`src/rtl/aes_pkg.sv`:
```
// Shared AES inverse-cipher definitions: block geometry, GF(2^8) helpers,
// inverse round transforms, FSM state type and the inverse S-box table.
package aes_pkg;

    localparam int NB          = 4;
    localparam int AES_BLOCK_W = 128;
    localparam int RK_IDX_W    = 4;
    localparam logic [7:0] GF_POLY = 8'h1B;

    typedef enum logic [1:0] {
        ST_IDLE,
        ST_ROUND,
        ST_FINAL,
        ST_DONE
    } fsm_state_t;

    localparam logic [7:0] INV_SBOX [256] = '{
        8'h52, 8'h09, 8'h6a, 8'hd5, 8'h30, 8'h36, 8'ha5, 8'h38, 8'hbf, 8'h40, 8'ha3, 8'h9e, 8'h81, 8'hf3, 8'hd7, 8'hfb,
        8'h7c, 8'he3, 8'h39, 8'h82, 8'h9b, 8'h2f, 8'hff, 8'h87, 8'h34, 8'h8e, 8'h43, 8'h44, 8'hc4, 8'hde, 8'he9, 8'hcb,
        8'h54, 8'h7b, 8'h94, 8'h32, 8'ha6, 8'hc2, 8'h23, 8'h3d, 8'hee, 8'h4c, 8'h95, 8'h0b, 8'h42, 8'hfa, 8'hc3, 8'h4e,
        8'h08, 8'h2e, 8'ha1, 8'h66, 8'h28, 8'hd9, 8'h24, 8'hb2, 8'h76, 8'h5b, 8'ha2, 8'h49, 8'h6d, 8'h8b, 8'hd1, 8'h25,
        8'h72, 8'hf8, 8'hf6, 8'h64, 8'h86, 8'h68, 8'h98, 8'h16, 8'hd4, 8'ha4, 8'h5c, 8'hcc, 8'h5d, 8'h65, 8'hb6, 8'h92,
        8'h6c, 8'h70, 8'h48, 8'h50, 8'hfd, 8'hed, 8'hb9, 8'hda, 8'h5e, 8'h15, 8'h46, 8'h57, 8'ha7, 8'h8d, 8'h9d, 8'h84,
        8'h90, 8'hd8, 8'hab, 8'h00, 8'h8c, 8'hbc, 8'hd3, 8'h0a, 8'hf7, 8'he4, 8'h58, 8'h05, 8'hb8, 8'hb3, 8'h45, 8'h06,
        8'hd0, 8'h2c, 8'h1e, 8'h8f, 8'hca, 8'h3f, 8'h0f, 8'h02, 8'hc1, 8'haf, 8'hbd, 8'h03, 8'h01, 8'h13, 8'h8a, 8'h6b,
        8'h3a, 8'h91, 8'h11, 8'h41, 8'h4f, 8'h67, 8'hdc, 8'hea, 8'h97, 8'hf2, 8'hcf, 8'hce, 8'hf0, 8'hb4, 8'he6, 8'h73,
        8'h96, 8'hac, 8'h74, 8'h22, 8'he7, 8'had, 8'h35, 8'h85, 8'he2, 8'hf9, 8'h37, 8'he8, 8'h1c, 8'h75, 8'hdf, 8'h6e,
        8'h47, 8'hf1, 8'h1a, 8'h71, 8'h1d, 8'h29, 8'hc5, 8'h89, 8'h6f, 8'hb7, 8'h62, 8'h0e, 8'haa, 8'h18, 8'hbe, 8'h1b,
        8'hfc, 8'h56, 8'h3e, 8'h4b, 8'hc6, 8'hd2, 8'h79, 8'h20, 8'h9a, 8'hdb, 8'hc0, 8'hfe, 8'h78, 8'hcd, 8'h5a, 8'hf4,
        8'h1f, 8'hdd, 8'ha8, 8'h33, 8'h88, 8'h07, 8'hc7, 8'h31, 8'hb1, 8'h12, 8'h10, 8'h59, 8'h27, 8'h80, 8'hec, 8'h5f,
        8'h60, 8'h51, 8'h7f, 8'ha9, 8'h19, 8'hb5, 8'h4a, 8'h0d, 8'h2d, 8'he5, 8'h7a, 8'h9f, 8'h93, 8'hc9, 8'h9c, 8'hef,
        8'ha0, 8'he0, 8'h3b, 8'h4d, 8'hae, 8'h2a, 8'hf5, 8'hb0, 8'hc8, 8'heb, 8'hbb, 8'h3c, 8'h83, 8'h53, 8'h99, 8'h61,
        8'h17, 8'h2b, 8'h04, 8'h7e, 8'hba, 8'h77, 8'hd6, 8'h26, 8'he1, 8'h69, 8'h14, 8'h63, 8'h55, 8'h21, 8'h0c, 8'h7d
    };

    function automatic logic [7:0] xtime(input logic [7:0] b);
        return {b[6:0], 1'b0} ^ (b[7] ? GF_POLY : 8'h00);
    endfunction

    // Multiply by a 4-bit constant, enough for the 09/0b/0d/0e coefficients.
    function automatic logic [7:0] gf_mul(input logic [7:0] a, input logic [3:0] k);
        logic [7:0] x2, x4, x8;
        x2 = xtime(a);
        x4 = xtime(x2);
        x8 = xtime(x4);
        return (k[0] ? a : 8'h00) ^ (k[1] ? x2 : 8'h00) ^
               (k[2] ? x4 : 8'h00) ^ (k[3] ? x8 : 8'h00);
    endfunction

    function automatic logic [AES_BLOCK_W-1:0] inv_shift_rows(input logic [AES_BLOCK_W-1:0] s);
        logic [AES_BLOCK_W-1:0] o;
        o = '0;
        for (int c = 0; c < NB; c++) begin
            for (int r = 0; r < 4; r++) begin
                o[127-8*(r+4*c) -: 8] = s[127-8*(r+4*((c-r+NB)%NB)) -: 8];
            end
        end
        return o;
    endfunction

    function automatic logic [AES_BLOCK_W-1:0] inv_mix_columns(input logic [AES_BLOCK_W-1:0] s);
        logic [AES_BLOCK_W-1:0] o;
        logic [7:0] a0, a1, a2, a3;
        o = '0;
        for (int c = 0; c < NB; c++) begin
            a0 = s[127-32*c -: 8];
            a1 = s[119-32*c -: 8];
            a2 = s[111-32*c -: 8];
            a3 = s[103-32*c -: 8];
            o[127-32*c -: 32] = {
                gf_mul(a0, 4'he) ^ gf_mul(a1, 4'hb) ^ gf_mul(a2, 4'hd) ^ gf_mul(a3, 4'h9),
                gf_mul(a0, 4'h9) ^ gf_mul(a1, 4'he) ^ gf_mul(a2, 4'hb) ^ gf_mul(a3, 4'hd),
                gf_mul(a0, 4'hd) ^ gf_mul(a1, 4'h9) ^ gf_mul(a2, 4'he) ^ gf_mul(a3, 4'hb),
                gf_mul(a0, 4'hb) ^ gf_mul(a1, 4'hd) ^ gf_mul(a2, 4'h9) ^ gf_mul(a3, 4'he)
            };
        end
        return o;
    endfunction

endpackage

```
`src/rtl/inv_sub_bytes.sv`:
```
// Sixteen parallel inverse S-box lookups over a full AES block.
module inv_sub_bytes
    import aes_pkg::*;
(
    input  logic [AES_BLOCK_W-1:0] din,
    output logic [AES_BLOCK_W-1:0] dout
);

    for (genvar i = 0; i < 16; i++) begin : g_byte
        assign dout[8*i +: 8] = INV_SBOX[din[8*i +: 8]];
    end

endmodule

```
`src/rtl/aes_inv_cipher_iter.sv`:
```
// Iterative AES decryption, one round per clock, round keys fetched by index
// from an external key store that answers combinationally.
module aes_inv_cipher_iter
    import aes_pkg::*;
#(
    parameter int NR = 10
) (
    input  logic                   clk,
    input  logic                   rst_n,
    input  logic                   in_valid,
    output logic                   in_ready,
    input  logic [AES_BLOCK_W-1:0] in_data,
    output logic [RK_IDX_W-1:0]    rk_idx,
    input  logic [AES_BLOCK_W-1:0] rk,
    output logic                   out_valid,
    input  logic                   out_ready,
    output logic [AES_BLOCK_W-1:0] out_data,
    output logic                   busy
);

    if (NR != 10 && NR != 12 && NR != 14) begin : g_bad_nr
        $error("aes_inv_cipher_iter: NR must be 10, 12 or 14");
    end

    localparam logic [RK_IDX_W-1:0] LAST_IDX = RK_IDX_W'(NR);
    localparam logic [RK_IDX_W-1:0] FIRST_RND = RK_IDX_W'(NR - 1);

    fsm_state_t st, st_nxt;
    logic [RK_IDX_W-1:0]    cnt;
    logic [AES_BLOCK_W-1:0] blk;
    logic [AES_BLOCK_W-1:0] shifted;
    logic [AES_BLOCK_W-1:0] subbed;
    logic [AES_BLOCK_W-1:0] keyed;

    assign shifted = inv_shift_rows(blk);

    inv_sub_bytes u_inv_sub_bytes (
        .din  (shifted),
        .dout (subbed)
    );

    assign keyed = subbed ^ rk;

    always_ff @(posedge clk) begin
        if (!rst_n) st <= ST_IDLE;
        else        st <= st_nxt;
    end

    always_comb begin
        st_nxt    = st;
        in_ready  = 1'b0;
        out_valid = 1'b0;
        busy      = 1'b1;
        rk_idx    = LAST_IDX;
        case (st)
            ST_IDLE: begin
                in_ready = 1'b1;
                busy     = 1'b0;
                if (in_valid) st_nxt = ST_ROUND;
            end
            ST_ROUND: begin
                rk_idx = cnt;
                if (cnt == 4'd1) st_nxt = ST_FINAL;
            end
            ST_FINAL: begin
                rk_idx = '0;
                st_nxt = ST_DONE;
            end
            ST_DONE: begin
                out_valid = 1'b1;
                if (out_ready) st_nxt = ST_IDLE;
            end
            default: st_nxt = ST_IDLE;
        endcase
    end

    // The final round skips InvMixColumns and lands directly in the output register.
    always_ff @(posedge clk) begin
        if (!rst_n) begin
            cnt      <= LAST_IDX;
            blk      <= '0;
            out_data <= '0;
        end else begin
            case (st)
                ST_IDLE: begin
                    if (in_valid) begin
                        blk <= in_data ^ rk;
                        cnt <= FIRST_RND;
                    end
                end
                ST_ROUND: begin
                    blk <= inv_mix_columns(keyed);
                    if (cnt != 4'd1) cnt <= cnt - 4'd1;
                end
                ST_FINAL: out_data <= keyed;
                default: ;
            endcase
        end
    end

endmodule

```
`config.mk`:
```
export PLATFORM = sky130hd
export DESIGN_NAME = aes_inv_cipher_iter
export DESIGN_NICKNAME = d
export VERILOG_FILES = /design/src/rtl/aes_pkg.sv /design/src/rtl/inv_sub_bytes.sv /design/src/rtl/aes_inv_cipher_iter.sv
export SDC_FILE = /design/constraint.sdc
export NUM_CORES = 2
export LEC_CHECK = 0
export BUFFER_PORTS_ARGS = -buffer_cell sky130_fd_sc_hd__buf_2
export CAP_MARGIN = 20
export CORE_MARGIN = 2
export CORE_UTILIZATION = 40
export DETAILED_ROUTE_END_ITERATION = 8
export PLACE_DENSITY = 0.53
export SLEW_MARGIN = 10
export SYNTH_ARGS = -nofsm -noshare
export SYNTH_HDL_FRONTEND = slang
export SYNTH_SLANG_ARGS = --single-unit
```
`constraint.sdc`:
```
create_clock -name clk -period 11.4 [get_ports clk]
set_clock_uncertainty 0.1 [all_clocks]
set_input_delay 1.71 -clock clk [delete_from_list [all_inputs] [get_ports clk]]
set_output_delay 1.71 -clock clk [all_outputs]
set_load 0.01 [all_outputs]
```
Yosys cells after proc, flatten, opt, wreduce, memory -nomap -nowiden:

Memory sizes are Yosys's and may differ from the RTL's.
Cells that the tools add are included.

* bits in registers: 262
* ROM bits: 32768
* input bits: 260
* word-level logic and storage cells: 370
* memories kept: 16

Memories
* (no name shown): depth 256, bits a word 8, read ports 1, clocked after Yosys merged registers in 0, wr ports 0, line inv_sub_bytes.sv:10 `assign dout[8*i +: 8] = INV_SBOX[din[8*i +: 8]];`
* (no name shown): depth 256, bits a word 8, read ports 1, clocked after Yosys merged registers in 0, wr ports 0, line inv_sub_bytes.sv:10
* (no name shown): depth 256, bits a word 8, read ports 1, clocked after Yosys merged registers in 0, wr ports 0, line inv_sub_bytes.sv:10
* (no name shown): depth 256, bits a word 8, read ports 1, clocked after Yosys merged registers in 0, wr ports 0, line inv_sub_bytes.sv:10
* (no name shown): depth 256, bits a word 8, read ports 1, clocked after Yosys merged registers in 0, wr ports 0, line inv_sub_bytes.sv:10
* (no name shown): depth 256, bits a word 8, read ports 1, clocked after Yosys merged registers in 0, wr ports 0, line inv_sub_bytes.sv:10
* +10 memories

* add/sub/neg operators: 1
* $lt $le $gt $ge: 16
* equal/unequal tests: 9
* multiplexer cells: 93
* bitwise operators: 226
* reductions and logical operators: 5

Operators by type and width (count)
* $xor A8 B8 Y8: 170
* $xor A8 B5 Y8: 38
* $mux W8: 32
* $pmux W128 S2: 1
* $xor A128 B128 Y128: 2
* $mux W5: 48
* $ge A9 B9 Y1 const B: 16
* $not A8 Y9: 16
* $mux W128: 1
* $pmux W4 S2: 2
* $mux W4: 2
* $ne A2 B2 Y1 const B: 4
* $pmux W2 S4: 1
* $mux W2: 3
* $reduce_and A3 Y1: 2
* $eq A2 B2 Y1 const B: 2
* $eq A4 B1 Y1 const B: 1
* $ne A4 B1 Y1 const B: 1
* $sub A4 B1 Y4 const B: 1
* $mux W1: 3
* $eq A2 B1 Y1 const B: 1
* $logic_not A2 Y1: 1
* $reduce_and A2 Y1: 1
* $reduce_bool A2 Y1: 1

Logic depth before layout (Yosys ltp):

* depth after elaboration: 16
* gate-level depth with buffers: 20

Hierarchy:

Synthesis repeated with hierarchy kept, for this count alone.

* cells, all modules: 10799
* area, all modules: 74615.3 µm²

By module, submodules not included
* inv_sub_bytes: times used 1, cells an instance 8553, area an instance 53821.6 µm²
* aes_inv_cipher_iter: times used 1, cells an instance 2246, area an instance 20793.7 µm²

Worst setup path after synthesis:

OpenSTA, ideal clock, no wires.

* path kind: reg-to-reg
* from: register blk[25]
* to: register blk[21]
* setup time: 0.133 ns
* data arrival time: 4.818 ns
* data required time: 11.167 ns
* setup slack: 6.350 ns
* stages on the path, launching flop included: 19
* path through: dfxtp_1 -> buf_2 -> buf_1 -> clkbuf_1 -> inv_1 -> ha_1 -> clkbuf_1 -> nand2_1 -> nand2_1 -> mux4_2 -> a32oi_1 -> o2111ai_1 -> xor2_2 -> xnor2_1 -> xnor3_1 -> xor2_1 -> xor3_1 -> xnor2_1 -> a21oi_1

* cells in the longest elaborated chain, start to end: 14
* elaborated cells between the ends (all ways): 15

RTL lines
* start: declaration: line aes_inv_cipher_iter.sv:30 `logic [AES_BLOCK_W-1:0] blk;`
* start signal: assignment: line aes_inv_cipher_iter.sv:87 `blk <= in_data ^ rk;`
* start signal: assignment: line aes_inv_cipher_iter.sv:92 `blk <= inv_mix_columns(keyed);`
* $not A8 Y9 (implied by the code) (*): line inv_sub_bytes.sv:10
* $mem_v2 Z256 W8 (*)
* $mux W8 (implied by the code) (*) (2 in a row): line inv_sub_bytes.sv:10
* $xor A128 B128 Y128 (*): line aes_inv_cipher_iter.sv:42 `assign keyed = subbed ^ rk;`
* $mux W5 / $xor A8 B5 Y8 (equally long branches): line aes_pkg.sv:37 `return {b[6:0], 1'b0} ^ (b[7] ? GF_POLY : 8'h00);`
* $xor A8 B5 Y8 / $mux W5 (equally long branches): line aes_pkg.sv:37
* $xor A8 B5 Y8: line aes_pkg.sv:37
* $xor A8 B8 Y8: line aes_pkg.sv:37
* $xor A8 B8 Y8 (*): line aes_pkg.sv:47 `(k[2] ? x4 : 8'h00) ^ (k[3] ? x8 : 8'h00);`
* $xor A8 B8 Y8 (*) (3 in a row): line aes_pkg.sv:72 `gf_mul(a0, 4'h9) ^ gf_mul(a1, 4'he) ^ gf_mul(a2, 4'hb) ^ gf_mul(a3, 4'hd),`
* $pmux W128 S2 (*): line aes_inv_cipher_iter.sv:84 `case (st)`

Mark *: on every way between the ends. The rest lies on a longest branch, timed or not. The select of a mux whose other input is x is not followed.
A chain may end at the register's enable or synchronous reset.

Worst setup path in the final report:

* from: register blk[1]
* to: register blk[42]

* cells in the longest elaborated chain, start to end: 12
* elaborated cells between the ends (all ways): 14

RTL lines
* $not A8 Y9 (implied by the code) (*): line inv_sub_bytes.sv:10
* $mem_v2 Z256 W8 (*)
* $mux W8 (implied by the code) (*) (2 in a row): line inv_sub_bytes.sv:10
* $xor A128 B128 Y128 (*): line aes_inv_cipher_iter.sv:42
* $mux W5 / $xor A8 B5 Y8 (equally long branches): line aes_pkg.sv:37
* $xor A8 B5 Y8 / $mux W5 (equally long branches): line aes_pkg.sv:37
* $xor A8 B5 Y8: line aes_pkg.sv:37
* $xor A8 B8 Y8: line aes_pkg.sv:37
* $xor A8 B8 Y8 (*): line aes_pkg.sv:47
* $xor A8 B8 Y8 (*): line aes_pkg.sv:73 `gf_mul(a0, 4'hd) ^ gf_mul(a1, 4'h9) ^ gf_mul(a2, 4'he) ^ gf_mul(a3, 4'hb),`
* $pmux W128 S2 (*): line aes_inv_cipher_iter.sv:84

Marked as above.

==> results.sh <==
export IMPL_status="complete, no violations"
export IMPL_grt_pass1_vias=86200
export IMPL_dieArea_sq_um=199000
export IMPL_fin_crit_sh=0.606
export IMPL_regArea_sq_um=5390
export IMPL_fmax_mhz=145
export IMPL_cts_tree="done"
export IMPL_ios=395
export IMPL_start_kind="flop"
export IMPL_r2r_end="blk[42]"
export IMPL_drive_gt1_frac=0.129
export IMPL_antenna_found_initial=45
export IMPL_setup_viol=0
export IMPL_root_buffer="clkbuf_16"
export IMPL_synth_top_area_frac=0.0670
export IMPL_synth_top_cells_by_area="dfxtp_1 (6.7%), xnor2_1 (6.3%), mux4_2 (5.2%), ha_1 (4.8%), a21oi_1 (4.7%)"
export IMPL_gp_congestion=1.06
export IMPL_track_usage=0.433
export IMPL_ctsResizeCount=0
export IMPL_ys_ff_latch=262
export IMPL_syn2layout_area_growth_pct=4.29
export IMPL_wl_per_cell_um=35.1
export IMPL_vias=95200
export IMPL_slew_headroom=0.208
export IMPL_drt_pass1_iterations=7
export IMPL_worst_setup_path_end_kind="flop"
export IMPL_die_h_um=446
export IMPL_hpwl_um=325000
export IMPL_avgSynthCellArea_sq_um=7.19
export IMPL_worstPathRequired_ns=11.81
export IMPL_die_w_um=446
export IMPL_r2r_slack_ns=4.49
export IMPL_clkLatencyLatePin_ns=0.72
export IMPL_clk_path_buf_depth=3
export IMPL_coreArea_sq_um=195000
export IMPL_ys_async_sr_fraction=0
export IMPL_grt_max_degree=92
export IMPL_crit_type="flop to flop"
export IMPL_arrival_ns=7.31
export IMPL_fillers=20300
export IMPL_hold_viol=0
export IMPL_place_ws_ns=4.41
export IMPL_row_count=162
export IMPL_crit_fanout=38
export IMPL_netlist_area_sq_um=78200
export IMPL_fin_nets=10900
export IMPL_ys_types=117
export IMPL_ys_warn_count=0
export IMPL_rsz0062_at_grt="false"
export IMPL_drc=0
export IMPL_wl_um=455000
export IMPL_vias_per_cell=7.33
export IMPL_grt_first_pass_wirelength_um=647000
export IMPL_synthesis_nets=11400
export IMPL_worstHoldPathCells=2
export IMPL_worst_slack_ns=4.49
export IMPL_postCtsSetupBuffers=0
export IMPL_cap_violations=0
export IMPL_grt_ovfl_total=0
export IMPL_holdBufCountCts=0
export IMPL_synth_edf_count=0
export IMPL_path_clk_slew_ns=0.06
export IMPL_r2r_cells=15
export IMPL_ys_flop_type="dfxtp_1"
export IMPL_yosysSeqAreaShare=0.0670
export IMPL_multi_input_comb_area_sq_um=66500
export IMPL_htree_levels=2
export IMPL_hp_start="out_data[95]"
export IMPL_r2r_start="blk[1]"
export IMPL_drt_iter0_drc=17800
export IMPL_yosys_area_top_type="dfxtp_1"
export IMPL_start_util=0.402
export IMPL_ant_nets=0
export IMPL_slew_violations=0
export IMPL_netlist_instances=10900
export IMPL_io_buffers=394
export IMPL_hold_path_endpoint="out_data[95]"
export IMPL_hold_path_class="flop to flop"
export IMPL_worstMarginPinSlew_ns=1.18
export IMPL_setup_tns_ns=0
export IMPL_clkSinkCount=262
export IMPL_final_min_clock_period_ns=6.91
export IMPL_cts_buffers_inserted=44
[worst max-delay path, cell delays in order, from the launching register on]
cell,delay [ns]
dfxtp_1,0.30
buf_4,0.42
inv_1,0.29
ha_1,0.92
nor2b_1,0.67
o21ai_0,0.30
a21o_1,0.24
a32o_1,0.27
mux2i_1,0.15
a2111oi_4,0.64
xor2_1,0.46
xnor3_1,0.57
xnor2_2,0.31
xnor2_1,0.18
xnor2_1,0.69
a21oi_1,0.16
[metal layers]
metal  GRT usage  vias to the layer above  wire (um)  part of all wire
li1            -                    40000          -                 -
met1       0.561                    45700     173000              0.38
met2       0.643                     7904     191000              0.42
met3       0.110                     1574      56800              0.12
met4       0.262                       26      34700             0.076
met5           0                        -        184           0.00040
[sequential cells by signal, summed over array words and instances, names as in the netlist]
| signal | flops |
|---|---|
| blk | 128 |
| cnt | 4 |
| out_data | 128 |
| st | 2 |
[final cells by class]
class / count / share of cell area
tap: 2542 / 0.0390
sequential: 262 / 0.0661
inverter: 209 / 0.00967
multi-input combinational: 9189 / 0.814
clock inverter: 29 / 0.00544
antenna: 24 / 0.000736
clock buffer: 53 / 0.0146
timing repair buffer: 676 / 0.0501
[placed cells by master (no fill, tap or decap), types with 109 or more instances in the layout]
| cell type | count |
|---|---|
| nor3_1 | 319 |
| a22oi_1 | 116 |
| a21oi_1 | 738 |
| o311ai_0 | 123 |
| a31oi_1 | 208 |
| buf_4 | 279 |
| a211oi_1 | 261 |
| mux4_2 | 180 |
| nand2b_1 | 402 |
| inv_1 | 171 |
| buf_2 | 395 |
| a311oi_1 | 166 |
| o21ai_0 | 692 |
| o211ai_1 | 179 |
| nand2_1 | 776 |
| dfxtp_1 | 207 |
| and2_1 | 123 |
| xor2_1 | 308 |
| nor2_1 | 754 |
| xnor2_1 | 557 |
| mux2i_1 | 224 |
| or2_2 | 109 |
| ha_1 | 296 |
| a221oi_1 | 111 |
| nor2b_1 | 330 |
| nand3_1 | 262 |
[through the flow]
| step | hold WS [ns] | cells | utilization | instance area [sq um] |
|---|---|---|---|---|
| after detailed placement | 0.366 | 12900 | 0.411 | 79900 |
| after global placement | 0.361 | 12900 | 0.410 | 79900 |
| final | 0.372 | 13000 | 0.419 | 81600 |
| after global routing | 0.397 | 13000 | 0.419 | 81600 |
| after floorplan | 0.390 | 10900 | - | 78200 |
| after CTS | 0.376 | 13000 | 0.419 | 81500 |
[cells by family (layout without fill, tap and decap cells)]
logic type	Yosys count	in the layout	share of synthesized area
multiplexers	448	448	0.0868
adder cells (fa/ha/maj)	298	298	0.0477
XOR/XNOR	1023	1023	0.137
other	0	24	0
flip-flops	262	262	0.0670
buffers and inverters	1439	967	0.0852
AND/OR/NAND/NOR	3598	3598	0.234
AO/OA/AOI/OAI	3822	3822	0.342
[worst max-delay path by stage]
| stage | slack, ns | cells after the start | endpoint | from |
|---|---|---|---|---|
| final | 4.49 | 15 | blk[42] | blk[1] |
| after global routing | 4.30 | 15 | blk[42] | blk[1] |
| after CTS | 4.42 | 15 | blk[58] | blk[1] |
| after detailed placement | 4.41 | 15 | blk[58] | blk[1] |
| after global placement | 4.45 | 15 | blk[58] | blk[1] |
| after floorplan | 6.35 | 18 | blk[21] | blk[25] |
[synth_stat cells (78+ instances only)]
library cell,instances
or3_1,107
nor3_1,319
buf_4,101
clkbuf_1,589
or2_2,109
nor2b_1,330
a21oi_1,738
and2_1,123
a211oi_1,261
nand2b_1,402
nor2_1,758
mux2i_1,225
a2111oi_0,83
nand3_1,262
a22oi_1,116
a311oi_1,166
o31ai_1,86
buf_2,411
o221ai_1,93
a221oi_1,111
xor2_1,309
nand2_1,777
o21ai_0,692
a21o_1,87
dfxtp_1,262
o211ai_1,179
ha_1,298
inv_1,175
o311ai_0,123
a211o_1,81
a31oi_1,208
xnor2_1,561
mux4_2,180
and3_1,78
Power is left out: the tool's default activity adds up to more than one toggle a clock period on the data nets, which glitch-free logic cannot reach.
